$ cat src/rtl/interval_mode_tracker_pkg.sv
// Shared types and constants for the interval mode tracker.
// This file holds the one-hot mode type, the lane-index width helper and the escalation event record.
package interval_mode_tracker_pkg;

    localparam int NUM_MODES = 8;
    localparam int DEF_LANES = 12;

    typedef logic [NUM_MODES-1:0] mode_t;

    localparam mode_t MODE_INIT = mode_t'(1);
    localparam mode_t MODE_TOP  = {1'b1, {(NUM_MODES-1){1'b0}}};

    function automatic int lane_w(input int lanes);
        return (lanes > 1) ? $clog2(lanes) : 1;
    endfunction

    localparam int DEF_LANE_W = lane_w(DEF_LANES);

    typedef struct packed {
        logic [DEF_LANE_W-1:0] lane;
        mode_t                 mode;
    } evt_t;

endpackage

$ cat src/rtl/interval_mode_tracker_if.sv
// Bundle between the interval-check stage and the tracker.
// It carries the flag beat handshake, per-lane mode and count feedback, and the escalation event handshake.
interface interval_mode_tracker_if
    import interval_mode_tracker_pkg::*;
#(
    parameter int PARALLEL_SIZE = DEF_LANES,
    parameter int CNT_W         = 16
);
    localparam int LANE_W = lane_w(PARALLEL_SIZE);

    logic                                valid;
    logic                                ready;
    logic [PARALLEL_SIZE-1:0]            out_of_mode_interval;
    mode_t [PARALLEL_SIZE-1:0]           mode;
    logic [PARALLEL_SIZE-1:0][CNT_W-1:0] interval_cnt;
    logic [PARALLEL_SIZE-1:0]            sat;
    logic                                evt_valid;
    logic                                evt_ready;
    logic [LANE_W-1:0]                   evt_lane;
    mode_t                               evt_mode;

    modport master (
        output valid, out_of_mode_interval, evt_ready,
        input  ready, mode, interval_cnt, sat, evt_valid, evt_lane, evt_mode
    );

    modport slave (
        input  valid, out_of_mode_interval, evt_ready,
        output ready, mode, interval_cnt, sat, evt_valid, evt_lane, evt_mode
    );

endinterface

$ cat src/rtl/interval_mode_tracker_lane_ctr.sv
// Tracks one lane: its violation counter, its one-hot mode and its sticky saturation flag.
// The escalate output pulses during the beat that moves the lane to its next mode.
module interval_lane_ctr
    import interval_mode_tracker_pkg::*;
#(
    parameter int CNT_W      = 16,
    parameter int ESC_THRESH = 64
) (
    input  logic             clk_i,
    input  logic             rst_i,
    input  logic             beat_i,
    input  logic             flag_i,
    input  logic             wrap_i,
    output mode_t            mode_o,
    output logic [CNT_W-1:0] cnt_o,
    output logic             sat_o,
    output logic             escalate_o
);

    localparam logic [CNT_W-1:0] LAST_CNT = CNT_W'(ESC_THRESH - 1);

    mode_t            mode_q, mode_d;
    logic [CNT_W-1:0] cnt_q, cnt_d;
    logic             sat_q, sat_d;
    logic             esc;

    // At the top mode the counter parks on LAST_CNT, so every further flag re-hits the threshold harmlessly
    always_comb begin
        mode_d = mode_q;
        cnt_d  = cnt_q;
        sat_d  = sat_q;
        esc    = 1'b0;
        if (beat_i && flag_i) begin
            if (cnt_q != LAST_CNT) begin
                cnt_d = cnt_q + 1'b1;
            end else if (mode_q != MODE_TOP) begin
                mode_d = mode_q << 1;
                cnt_d  = '0;
                esc    = 1'b1;
            end else begin
                sat_d = 1'b1;
            end
        end
        if (beat_i && wrap_i) begin
            cnt_d = '0;
        end
    end

    always_ff @(posedge clk_i) begin
        if (rst_i) begin
            mode_q <= MODE_INIT;
            cnt_q  <= '0;
            sat_q  <= 1'b0;
        end else begin
            mode_q <= mode_d;
            cnt_q  <= cnt_d;
            sat_q  <= sat_d;
        end
    end

    assign mode_o     = mode_q;
    assign cnt_o      = cnt_q;
    assign sat_o      = sat_q;
    assign escalate_o = esc;

endmodule

$ cat src/rtl/interval_mode_tracker.sv
// Per-lane escalation tracker that sits behind the interval-check stage.
// Lane counters live in interval_lane_ctr; this level owns the window counter, the pending mask and event reporting.
module interval_mode_tracker
    import interval_mode_tracker_pkg::*;
#(
    parameter int PARALLEL_SIZE = DEF_LANES,
    parameter int CNT_W         = 16,
    parameter int ESC_THRESH    = 64,
    parameter int WINDOW        = 1024
) (
    input  logic clk_i,
    input  logic rst_i,
    input  logic clear_i,
    interval_mode_tracker_if.slave trk_if
);

    localparam int LANE_W = lane_w(PARALLEL_SIZE);
    localparam int BEAT_W = $clog2(WINDOW);
    localparam logic [BEAT_W-1:0] LAST_BEAT = BEAT_W'(WINDOW - 1);

    typedef enum logic {IDLE, REPORT} state_t;

    state_t                              state_q;
    logic [BEAT_W-1:0]                   beatCnt_q;
    logic [PARALLEL_SIZE-1:0]            pending_q, pending_d;
    logic                                ready_q;
    logic                                evtValid_q;
    logic [LANE_W-1:0]                   evtLane_q;
    logic [LANE_W-1:0]                   pick;
    logic                                laneRst, accept, wrap, taken;
    mode_t [PARALLEL_SIZE-1:0]           modeW;
    logic [PARALLEL_SIZE-1:0][CNT_W-1:0] cntW;
    logic [PARALLEL_SIZE-1:0]            satW;
    logic [PARALLEL_SIZE-1:0]            escW;
    evt_t                                evtPay;

    assign laneRst = rst_i | clear_i;
    assign accept  = trk_if.valid & ready_q;
    assign wrap    = accept & (beatCnt_q == LAST_BEAT);
    assign taken   = evtValid_q & trk_if.evt_ready;

    for (genvar g = 0; g < PARALLEL_SIZE; g++) begin : g_lane
        interval_lane_ctr #(
            .CNT_W      (CNT_W),
            .ESC_THRESH (ESC_THRESH)
        ) u_lane (
            .clk_i      (clk_i),
            .rst_i      (laneRst),
            .beat_i     (accept),
            .flag_i     (trk_if.out_of_mode_interval[g]),
            .wrap_i     (wrap),
            .mode_o     (modeW[g]),
            .cnt_o      (cntW[g]),
            .sat_o      (satW[g]),
            .escalate_o (escW[g])
        );
    end

    always_ff @(posedge clk_i) begin
        if (laneRst) begin
            beatCnt_q <= '0;
        end else if (accept) begin
            beatCnt_q <= wrap ? '0 : beatCnt_q + 1'b1;
        end
    end

    // Beats and event hand-offs never coincide because ready is low for the whole REPORT phase
    always_comb begin
        pending_d = pending_q;
        if (taken) begin
            pending_d[evtLane_q] = 1'b0;
        end
        if (accept) begin
            pending_d = pending_d | escW;
        end
        pick = '0;
        for (int i = PARALLEL_SIZE - 1; i >= 0; i--) begin
            if (pending_d[i]) begin
                pick = LANE_W'(i);
            end
        end
    end

    always_ff @(posedge clk_i) begin
        if (laneRst) begin
            state_q    <= IDLE;
            pending_q  <= '0;
            ready_q    <= 1'b1;
            evtValid_q <= 1'b0;
            evtLane_q  <= '0;
        end else begin
            pending_q <= pending_d;
            case (state_q)
                IDLE: begin
                    if (pending_q != '0) begin
                        state_q    <= REPORT;
                        ready_q    <= 1'b0;
                        evtValid_q <= 1'b1;
                        evtLane_q  <= pick;
                    end
                end
                REPORT: begin
                    if (taken) begin
                        if (pending_d == '0) begin
                            state_q    <= IDLE;
                            ready_q    <= 1'b1;
                            evtValid_q <= 1'b0;
                        end else begin
                            evtLane_q <= pick;
                        end
                    end
                end
                default: begin
                    state_q <= IDLE;
                end
            endcase
        end
    end

    // The reported mode is read live; lane modes cannot move while an event is outstanding
    assign evtPay = '{lane: DEF_LANE_W'(evtLane_q), mode: modeW[evtLane_q]};

    assign trk_if.ready        = ready_q;
    assign trk_if.mode         = modeW;
    assign trk_if.interval_cnt = cntW;
    assign trk_if.sat          = satW;
    assign trk_if.evt_valid    = evtValid_q;
    assign trk_if.evt_lane     = LANE_W'(evtPay.lane);
    assign trk_if.evt_mode     = evtPay.mode;

endmodule

$ cat src/flat_wrapper.sv
// flat-port wrapper written by rule: the top's interface ports become plain ports
module interval_mode_tracker_flat import interval_mode_tracker_pkg::*;
#(
    parameter int PARALLEL_SIZE = DEF_LANES,
    parameter int CNT_W         = 16,
    parameter int ESC_THRESH    = 64,
    parameter int WINDOW        = 1024
)
  (clk_i, rst_i, clear_i, trk_if_valid, trk_if_out_of_mode_interval, trk_if_evt_ready, trk_if_ready, trk_if_mode, trk_if_interval_cnt, trk_if_sat, trk_if_evt_valid, trk_if_evt_lane, trk_if_evt_mode);
  interval_mode_tracker_if #(.PARALLEL_SIZE(PARALLEL_SIZE), .CNT_W(CNT_W)) trk_if_i ();
  input  logic clk_i;
  input  logic rst_i;
  input  logic clear_i;
  input wire logic [$bits(trk_if_i.valid)-1:0] trk_if_valid;
  input wire logic [$bits(trk_if_i.out_of_mode_interval)-1:0] trk_if_out_of_mode_interval;
  input wire logic [$bits(trk_if_i.evt_ready)-1:0] trk_if_evt_ready;
  output wire logic [$bits(trk_if_i.ready)-1:0] trk_if_ready;
  output wire logic [$bits(trk_if_i.mode)-1:0] trk_if_mode;
  output wire logic [$bits(trk_if_i.interval_cnt)-1:0] trk_if_interval_cnt;
  output wire logic [$bits(trk_if_i.sat)-1:0] trk_if_sat;
  output wire logic [$bits(trk_if_i.evt_valid)-1:0] trk_if_evt_valid;
  output wire logic [$bits(trk_if_i.evt_lane)-1:0] trk_if_evt_lane;
  output wire logic [$bits(trk_if_i.evt_mode)-1:0] trk_if_evt_mode;
  assign trk_if_i.valid = trk_if_valid;
  assign trk_if_i.out_of_mode_interval = trk_if_out_of_mode_interval;
  assign trk_if_i.evt_ready = trk_if_evt_ready;
  assign trk_if_ready = trk_if_i.ready;
  assign trk_if_mode = trk_if_i.mode;
  assign trk_if_interval_cnt = trk_if_i.interval_cnt;
  assign trk_if_sat = trk_if_i.sat;
  assign trk_if_evt_valid = trk_if_i.evt_valid;
  assign trk_if_evt_lane = trk_if_i.evt_lane;
  assign trk_if_evt_mode = trk_if_i.evt_mode;
  interval_mode_tracker #(.PARALLEL_SIZE(PARALLEL_SIZE), .CNT_W(CNT_W), .ESC_THRESH(ESC_THRESH), .WINDOW(WINDOW)) u_core (.clk_i(clk_i), .rst_i(rst_i), .clear_i(clear_i), .trk_if(trk_if_i));
endmodule
$ cat config.mk
export PLATFORM = sky130hd
export DESIGN_NAME = interval_mode_tracker_flat
export DESIGN_NICKNAME = d
export VERILOG_FILES = /design/src/rtl/interval_mode_tracker_pkg.sv /design/src/rtl/interval_mode_tracker_if.sv /design/src/rtl/interval_mode_tracker_lane_ctr.sv /design/src/rtl/interval_mode_tracker.sv /design/src/flat_wrapper.sv
export SDC_FILE = /design/constraint.sdc
export NUM_CORES = 1
export LEC_CHECK = 0
export CORE_UTILIZATION = 56
export CTS_CLUSTER_DIAMETER = 30
export DETAILED_ROUTE_END_ITERATION = 8
export PLACE_DENSITY = 0.95
export SYNTH_ARGS = -nofsm -noshare
export SYNTH_HDL_FRONTEND = slang
export SYNTH_HIERARCHICAL = 1
export SYNTH_SLANG_ARGS = --single-unit
$ cat constraint.sdc
create_clock -name clk_i -period 10.96 [get_ports clk_i]
set_input_delay 3.288 -clock clk_i [delete_from_list [all_inputs] [get_ports clk_i]]
set_output_delay 3.288 -clock clk_i [all_outputs]
set_load 0.005 [all_outputs]
Yosys cells after proc, flatten, opt, wreduce, memory -nomap -nowiden
Cells that the tools add are included.
{"block": "word_totals", "word_cells": 280, "output_inout_bits": 314, "ff_bits": 329}
{"block": "op_classes", "n_eq_ne": 29, "add_sub_neg": 13, "magnitude_cmp": 2, "n_mux": 95, "n_reduce_logical": 67, "bitwise": 32}
{"op": "16-bit 2-to-1 mux", "count": 24}
{"op": "16-bit by 1-bit adder with 16-bit output (second input constant)", "count": 12}
{"op": "16-bit by 6-bit != test with 1-bit output (second input constant)", "count": 12}
{"op": "8-bit != test (second input constant)", "count": 12}
{"op": "3-bit AND reduction", "count": 26}
{"op": "4-bit 2-to-1 mux", "count": 15}
{"op": "1-bit 2-to-1 mux", "count": 46}
{"op": "8-bit binary-select mux with 4-bit select", "count": 1}
{"op": "1-bit NOT", "count": 25}
{"op": "12-bit 2-to-1 mux", "count": 2}
{"op": "2-bit AND reduction", "count": 12}
{"op": "2-bit nonzero test", "count": 12}
{"op": "1-bit logical AND", "count": 14}
{"op": "12-bit bitwise AND", "count": 1}
{"op": "12-bit zero test", "count": 1}
{"op": "12-bit NOT", "count": 1}
{"op": "12-bit bitwise OR", "count": 1}
{"op": "12-bit nonzero test", "count": 1}
{"op": "10-bit by 1-bit adder with 10-bit output (second input constant)", "count": 1}
{"op": "10-bit == test (second input constant)", "count": 1}
{"op": "10-bit 2-to-1 mux", "count": 1}
{"op": "8-bit 2-to-1 mux", "count": 1}
{"op": "4-bit one-hot mux with 2 select lines", "count": 1}
{"op": "2-bit != test (second input constant)", "count": 3}
{"op": "other kinds (8)", "count": 12}

Depth between registers and ports, before layout
Gate-level depths: netlist of run 1.
{"block": "logic_depth", "word_depth": 24, "ltp_mapped": 14, "depth_no_buf": 12}

Cells and area by module
Netlist of run 1, hierarchy kept.
{"mod": "interval_lane_ctr", "area_each_um2": 1188.6, "n_inst": 12, "seq_area_each_um2": 500.5, "cells_each": 136}
{"mod": "interval_mode_tracker", "area_each_um2": 2193.4, "n_inst": 1, "seq_area_each_um2": 580.6, "cells_each": 225}

Worst setup path after synthesis of run 1
OpenSTA, ideal clock, no wires.
{"block": "synth_path", "path_kind": "input-to-reg", "startpoint": "input port trk_if_valid", "endpoint": "register u_core.evtLane_q[0] (netlist: u_core/trk_if.evt_lane[0])", "setup_time_ns": 0.087, "path_stages": 14, "setup_slack_ns": 4.638, "required_ns": 10.873, "path_buffers": 2, "t_arrival_ns": 6.235, "path_cell_list": "nand2_1 > inv_2 > buf_2 > buf_2 > nand2_1 > nor3_1 > nand2_2 > nor2_1 > a221oi_4 > a211oi_1 > o21ai_0 > a31oi_1 > o21ai_0 > o31ai_1"}
{"block": "synth_via", "elab_cells_between_ends": 46}
{"item": "start: declaration", "line": "flat_wrapper.sv:14", "text": "input wire logic [$bits(trk_if_i.valid)-1:0] trk_if_valid;"}
{"item": "1-bit bitwise AND (*)", "line": "interval_mode_tracker.sv:38", "text": "assign accept = trk_if.valid & ready_q;"}
{"item": "via u_core.accept", "line": "interval_mode_tracker.sv:30", "text": "logic laneRst, accept, wrap, taken;"}
{"item": "1-bit logical AND (*)", "line": "interval_mode_tracker_lane_ctr.sv:33", "text": "if (beat_i && flag_i) begin"}
{"item": "1-bit 2-to-1 mux (*)", "line": "interval_mode_tracker_lane_ctr.sv:33"}
{"item": "via u_core.escW[7]", "line": "interval_mode_tracker.sv:34", "text": "logic [PARALLEL_SIZE-1:0] escW;"}
{"item": "12-bit bitwise OR (*)", "line": "interval_mode_tracker.sv:74", "text": "pending_d = pending_d | escW;"}
{"item": "12-bit 2-to-1 mux (*)", "line": "interval_mode_tracker.sv:73", "text": "if (accept) begin"}
{"item": "4-bit 2-to-1 mux (8 in a row)", "line": "interval_mode_tracker.sv:78", "text": "if (pending_d[i]) begin"}
{"item": "4-bit 2-to-1 mux", "line": "interval_mode_tracker.sv:104", "text": "if (pending_d == '0) begin"}
{"item": "4-bit 2-to-1 mux", "line": "interval_mode_tracker.sv:103", "text": "if (taken) begin"}
{"item": "4-bit one-hot mux with 2 select lines", "line": "interval_mode_tracker.sv:93", "text": "case (state_q)"}
{"item": "end signal: assignment", "line": "interval_mode_tracker.sv:99", "text": "evtLane_q <= pick;"}
{"item": "end signal: assignment", "line": "interval_mode_tracker.sv:109", "text": "evtLane_q <= pick;"}
{"item": "end: declaration", "line": "interval_mode_tracker.sv:28", "text": "logic [LANE_W-1:0] evtLane_q;"}
Mark *: on every way through the listed nets, which the timed path passes. The rest lies on a longest branch. The select of a mux whose other input is x is not followed.
A chain may end at the register's enable or synchronous reset.

Worst setup path after layout of run 1
{"block": "layout_path", "startpoint": "input port trk_if_valid", "endpoint": "register u_core.evtLane_q[2] (netlist: u_core/trk_if.evt_lane[2])"}
{"block": "layout_via", "elab_cells_between_ends": 45}
{"item": "1-bit bitwise AND (*)", "line": "interval_mode_tracker.sv:38"}
{"item": "1-bit logical AND (*)", "line": "interval_mode_tracker_lane_ctr.sv:33"}
{"item": "1-bit 2-to-1 mux (*)", "line": "interval_mode_tracker_lane_ctr.sv:33"}
{"item": "via u_core.escW[3]", "line": "interval_mode_tracker.sv:34"}
{"item": "12-bit bitwise OR (*)", "line": "interval_mode_tracker.sv:74"}
{"item": "12-bit 2-to-1 mux (*)", "line": "interval_mode_tracker.sv:73"}
{"item": "4-bit 2-to-1 mux (4 in a row)", "line": "interval_mode_tracker.sv:78"}
{"item": "4-bit 2-to-1 mux", "line": "interval_mode_tracker.sv:104"}
{"item": "4-bit 2-to-1 mux", "line": "interval_mode_tracker.sv:103"}
{"item": "4-bit one-hot mux with 2 select lines", "line": "interval_mode_tracker.sv:93"}
Marks and branches as above.

==> results of run 1 <==
## routing by layer
metal,vias up,GRT usage [%]
li1,7687,-
met2,986,56.6
met5,-,0
met3,231,7.74
met1,8028,41.9
met4,0,20.2
## per-stage QoR
step                instance area, um^2  setup WS [ps]  hold slack (ps)  utilization, %
finish                            22300           4020              484            77.3
global route                      22300           3790              494            77.3
CTS                               22300           4150              476            77.3
detailed placement                19900           3680              459            69.1
global placement                  19900           3700              451            69.1
floorplan                         16500           4640              449               -
## layout make-up
cell class                      instances  area (um^2)
Clock inverter                         43          484
Inverter                               35          135
Clock buffer                           84         1900
Multi-Input combinational cell       1420         9320
Timing Repair Buffer                  336         3350
Fill cell                            1920         6530
Sequential cell                       329         6590
Tap cell                              384          480
## Yosys cell counts, types with 13 or more instances
cell	number	area share, %
dfxtp_1	329	40
nor2_1	205	4.7
a21oi_1	154	4.7
nand2_1	154	3.5
mux2i_1	104	6.3
nand3_1	79	2.4
nor3_1	74	2.3
or3_1	62	2.4
o21ai_0	43	1.3
clkbuf_1	41	0.94
nand4_1	39	1.5
a31oi_1	38	1.4
a21o_1	36	1.6
o21ai_1	36	1.1
inv_1	34	0.78
nor4_1	27	1.0
o21a_1	27	1.2
a211oi_1	26	1.2
and4_1	24	1.3
mux4_2	24	3.3
or4_1	24	1.1
or4_4	24	1.6
xor2_1	17	0.90
and3_1	15	0.57
nand2b_1	15	0.57
a22oi_1	13	0.59
ha_1	13	0.99
## path summary, 6_finish.rpt
check	endpoint	depth (start not counted)
worst max-delay path	u_core/trk_if.evt_lane[2]	14
worst min register to register	u_core/beatCnt_q[1]	2
worst min-delay path	u_core/beatCnt_q[1]	2
worst max register to register	u_core/trk_if.evt_lane[2]	13
## where the power goes
part | total, mW | internal, mW | switching (mW)
clock | 2.10 | 1.40 | 0.698
sequential | 1.20 | 1.20 | 0.00355
combinational | 0.0692 | 0.0181 | 0.0512
## registers in the layout, summed over array words and instances, names as in the netlist, 4 cells and up
name / count
u_core/g_lane.u_lane/cnt_o: 192
u_core/g_lane.u_lane/mode_o: 96
u_core/g_lane.u_lane/sat_o: 12
u_core/pending_q: 12
u_core/beatCnt_q: 10
u_core/trk_if.evt_lane: 4
## worst reg2reg max path, delay by kind of cell, from the launching register on
family,cells,cell delay [ps]
DFF,1,380
buffers and inverters,2,1270
and+or+nand+nor,8,1690
AOI/OAI and AO/OA,3,780
## cells by family (layout without fill, tap and decap cells)
| logic type | Yosys count | in the layout | share of synthesized area (%) |
|---|---|---|---|
| adders and majority gates | 13 | 13 | 0.988 |
| muxes | 128 | 128 | 9.61 |
| and+or+nand+nor | 824 | 824 | 28.4 |
| buffers and inverters | 108 | 498 | 3.33 |
| xor gates and xnor gates | 19 | 19 | 1.01 |
| AOI/OAI and AO/OA | 436 | 436 | 16.6 |
| DFF | 329 | 329 | 40.0 |
==> summary.md, run 1 <==
| Metric | Value |
|---|---|
| Most used DFF post-synth | `dfxtp_1` |
| Slew of the pin with the lowest slew margin | `867 ps` |
| Asr flop ratio synth | `0%` |
| FF-to-FF setup slack | `6770 ps` |
| Die area | `30100 um^2` |
| Max-slew headroom at the worst pin | `42.2%` |
| Ys Warns | `6` |
| Static leakage | `7.91 nW` |
| Clk Latency, worst-skew pair | `560 ps` |
| Pin count of the biggest net entering global routing | `66` |
| Crit path max-delay family | `simple AND/OR/NAND/NOR gates` |
| Arrival time at the worst endpoint | `7410 ps` |
| Fmax | `0.144 GHz` |
| Max Cap Viol | `0` |
| Mapped cell area | `16500 um^2` |
| CTS max path bufs | `3` |
| I/O pin total | `331` |
| Hold Buf Count CTS | `0` |
| Startpoint Class | `input pin` |
| Worst VDD drop | `0.126 mV` |
| Min-delay worst type | `reg -> reg` |
| CP Buf/Inv Count | `3` |
| WL final | `53900 um` |
| CP max-delay cell | `clkinv_2` |
| Final nets | `2221` |
| Crit path largest cell delay | `670 ps` |
| Placed cells | `2504` |
| DR pass1 iterations | `6` |
| Net Count, Synth | `1887` |
| Run status | `finished, final reports clean` |
| Top routing layer in use | `met4` |
| Final Non-Filler Cells | `2631` |
| Critical Path RT | `11430 ps` |
| Power, Total | `3.38 mW` |
| Seq cells post-synth | `329` |
| Worst Setup SP | `trk_if_valid` |
| Slew Limit Fails | `0` |
| Clk Tree Root Cell | `clkbuf_16` |
| HPWL Detailed | `36400 um` |
| DR vias | `16900` |
| # DRC | `0` |
| Register area share after synthesis | `40.0%` |
| RSZ-0062 raised after global routing | `no` |
| Wl on met1 | `21200 um` |
| All-Layer GR Usage | `34.7%` |
| Tcrit/Tclk final | `63.3%` |
| Number of setup buffers added after CTS | `0` |
| H-tree depth | `3` |
| Synth-to-Final Area Change | `35.2%` |
| Post-CTS Resized | `0` |
| PwrDens | `152 nW/um^2` |
| Vias in the first global route | `16100` |
| Most frequent cells in the layout | `clkdlybuf4s50_1 (330), dfxtp_1 (328), nor2_1 (205)` |
| Worst-path clk slew | `50 ps` |
| GR Overflow Total | `0` |
| Final setup violating endpoints | `0` |
| Fin. Hold Viols | `0` |
| Synth unique cells | `64` |
| GPL Wtd Cong | `0.997` |
| First-pass GRT wire length | `85600 um` |
| WL/cell | `20.5 um` |
| Cell Chain, Critical Path | `clkdlybuf4s50_1 -> nand2_1 -> clkinv_2 -> buf_4 -> nand2_1 -> nor3_1 -> nand2_2 -> nor2_1 -> a221oi_2 -> nand3_1 -> or3_1 -> o31ai_4 -> a22oi_1 -> nor2_1` |
| Die Y-Extent | `173 um` |
| Endpoint type of the worst setup path | `register` |
| Most common cell after layout, fill and taps aside | `clkdlybuf4s50_1` |
| Hold Path Origin | `u_core/beatCnt_q[1]` |
| Number of flops mapped to enable cells by yosys | `0` |
| Chip Width | `173 um` |
| CTS tree | `yes` |
| # diodes | `0` |
| Setup Crit Path Kind | `in -> reg` |
| Antenna viol nets, final | `0` |
| Skew final | `26.8 ps` |
| Routed wl met2 | `25400 um` |
| R2r startpoint | `u_core/trk_if.ready` |
| Initial DRC Count | `1759` |
| Num Clock Sinks | `329` |
| Initial Util | `57.2%` |
| CORE AREA | `28800 um^2` |
| CTS Buf Count | `69` |
| Ratio of cells with drive above 1 in the final layout | `10.6%` |
| Crit path max fanout | `49` |
| Tmin final | `6940 ps` |
| Initial antenna violation count | `0` |
| IO Port Bufs | `330` |
| Cell row count | `62` |
| Average vias per placed instance | `6.44` |
| DR WL met3 | `4340 um` |
| Gate Count Post-Synth | `1857` |
| Avg Cell Area, Syn | `8.86 um^2` |
| Setup_tns | `0 ps` |
Power figures use the tool's default switching activity.
==> run 2, diff against run 1 <==
CORE_UTILIZATION = 52   (was 56)
PLACE_DENSITY = 0.93   (was 0.95)
clock period = 6.5 ns   (was 10.96 ns; I/O delays follow)
==> run 2 against run 1 <==
The run now ends with design-rule violations left; global-route usage is 2.4 points lower; final cell count rose by 0.57%; sequential share of layout area fell by 0.35 points; highest routed layer unchanged.
==> summary.md, run 2 (same netlist as run 1, synthesis figures left out) <==
| Metric | Value |
|---|---|
| Slew Limit Fails | `0 (unchanged)` |
| Crit path max-delay family | `flip-flops` |
| H-tree depth | `3 (unchanged)` |
| All-Layer GR Usage | `32.2% (-2.4 points)` |
| Average vias per placed instance | `6.40 (-0.58%)` |
| Post-CTS Resized | `0 (unchanged)` |
| PwrDens | `266 nW/um^2 (+75%)` |
| Pin count of the biggest net entering global routing | `75 (+14%)` |
| Clk Tree Root Cell | `clkbuf_16` |
| FILL cells | `2118 (+10%)` |
| CTS tree | `yes` |
| Hold Path Origin | `u_core/g_lane[6].u_lane/sat_o` |
| Num Clock Sinks | `329 (unchanged)` |
| Die Y-Extent | `180 um (+3.7%)` |
| Max reg flops | `192 (unchanged)` |
| # diodes | `0 (unchanged)` |
| Initial antenna violation count | `0 (unchanged)` |
| CTS max path bufs | `3 (unchanged)` |
| Hold Buf Count CTS | `0 (unchanged)` |
| Max Cap Viol | `0 (unchanged)` |
| Setup Crit Path Kind | `reg -> out` |
| GR Overflow Total | `0 (unchanged)` |
| DR vias | `16900 (-0.012%)` |
| Critical Path RT | `4550 ps (-6880 ps)` |
| Tcrit/Tclk final | `78.1%` |
| Arrival time at the worst endpoint | `3130 ps (-4280 ps)` |
| Startpoint Class | `register` |
| Ratio of cells with drive above 1 in the final layout | `10.8% (+0.12 points)` |
| Crit path max fanout | `34 (-31%)` |
| Run status | `finished with violations` |
| Final setup violating endpoints | `0 (unchanged)` |
| Clock power share | `64.1% (+1.8 points)` |
| WL final | `53800 um (-0.20%)` |
| P_sw | `1.33 mW (+77%)` |
| GPL Wtd Cong | `0.996 (-0.11%)` |
| Cell row count | `64 (+3.2%)` |
| Setup_tns | `0 ps (unchanged)` |
| CORE AREA | `30800 um^2 (+7.1%)` |
| Int Pwr | `4.66 mW (+78%)` |
| First-pass GRT wire length | `85800 um (+0.21%)` |
| Initial DRC Count | `1500 (-15%)` |
| R2r startpoint | `u_core/trk_if.ready` |
| CTS Buf Count | `69 (unchanged)` |
| Clk Latency, worst-skew pair | `570 ps (about the same)` |
| Crit path largest cell delay | `980 ps (+310 ps)` |
| Number of setup buffers added after CTS | `0 (unchanged)` |
| DR pass1 iterations | `9 (+3)` |
| # DRC | `16 (+16)` |
| Most frequent cells in the layout | `clkdlybuf4s50_1 (330), dfxtp_1 (328), nor2_1 (205)` |
| Min-delay worst type | `reg -> reg` |
| Fmax | `0.197 GHz` |
| IO Port Bufs | `330 (unchanged)` |
| Static leakage | `8.03 nW (+1.5%)` |
| Slew of the pin with the lowest slew margin | `1120 ps (+251 ps)` |
| Final nets | `2223 (+0.090%)` |
| I/O pin total | `331 (unchanged)` |
| HPWL Detailed | `36700 um (+0.79%)` |
| Skew final | `22.5 ps (-4.34 ps)` |
| Worst Setup SP | `u_core/trk_if.evt_lane[0]` |
| Sequential share of power | `33.9% (-1.8 points)` |
| Cell Chain, Critical Path | `mux4_2 -> mux2i_1 -> o22ai_1 -> clkdlybuf4s50_1` |
| Fin. Hold Viols | `0 (unchanged)` |
| CP Buf/Inv Count | `1 (-2)` |
| Chip Width | `180 um (+3.7%)` |
| CP max-delay cell | `dfxtp_2` |
| Most common cell after layout, fill and taps aside | `clkdlybuf4s50_1` |
| Violated checks | `design-rule violations` |
| Vias in the first global route | `16100 (-0.14%)` |
| Tmin final | `5080 ps` |
| Worst-path clk slew | `50 ps (about the same)` |
| WL/cell | `20.3 um (-0.77%)` |
| Synth-to-Final Area Change | `36.8%` |
| Worst VDD drop | `0.217 mV (+72%)` |
| Antenna viol nets, final | `0 (unchanged)` |
| Logic pwr share | `2.0% (about the same)` |
| Hold WS | `477 ps (-7.05 ps)` |
| Die area | `32400 um^2 (+7.6%)` |
| Sw frac | `22.2% (-0.042 points)` |
| Initial Util | `53.4% (-3.8 points)` |
| RSZ-0062 raised after global routing | `no` |
| Endpoint type of the worst setup path | `primary output` |
| Max-slew headroom at the worst pin | `25.4% (-17 points)` |
[run 2: power by group through the flow]
stage	clock network [mW]	logic (mW)	registers, mW
3_5_place_dp	0	0.115	2.07
2_1_floorplan	0	0.0786	2.07
5_1_grt	4.01	0.128	2.03
6_report	3.84	0.119	2.03
4_1_cts	3.88	0.116	2.03
3_3_place_gp	0	0.112	2.07
[run 2: tightest hold or removal path: stages, from the launching register on]
cell,delay [ps]
dfxtp_1,320
a21oi_1,40
nor2_1,80
[run 2: cell type report]
cell class                      instances  area, um^2  area share [%]
Sequential cell                       329        6590            29.3
Multi-Input combinational cell       1420        9320            41.4
Tap cell                              396         495            2.20
Clock buffer                           82        1860            8.25
Clock inverter                         46         733            3.26
Inverter                               35         135           0.600
Timing Repair Buffer                  338        3390            15.0
[run 2: metal layers]
| layer | track usage [%] | share of wire [%] | wire, um | vias up |
|---|---|---|---|---|
| met4 | 21.0 | 6.0 | 3230 | 0 |
| li1 | - | - | - | 7682 |
| met3 | 8.39 | 9.4 | 5080 | 235 |
| met2 | 51.4 | 46 | 24900 | 991 |
| met1 | 38.6 | 38 | 20600 | 8022 |
| met5 | 0 | 0 | 0 | - |
[run 2: final timing paths]
path / end / slack [ps] / depth (start not counted)
worst max-delay path: trk_if_evt_mode[2] / 1420 / 4
worst min-delay path: u_core/g_lane[6].u_lane/sat_o / 480 / 2
worst max register to register: u_core/trk_if.evt_lane[0] / 3100 / 13
worst min register to register: u_core/g_lane[6].u_lane/sat_o / 480 / 2
[run 2: through the flow]
stage	instances	worst slack, ps	total power, mW	util (%)	cell area (um^2)
global route	2646	1220	6.16	73.0	22500
CTS	2646	1400	6.03	73.0	22500
detailed placement	2518	1270	2.19	64.6	19900
global placement	2518	1250	2.18	64.6	19900
finish	2646	1420	5.99	73.0	22500
floorplan	1857	1520	2.15	-	16500
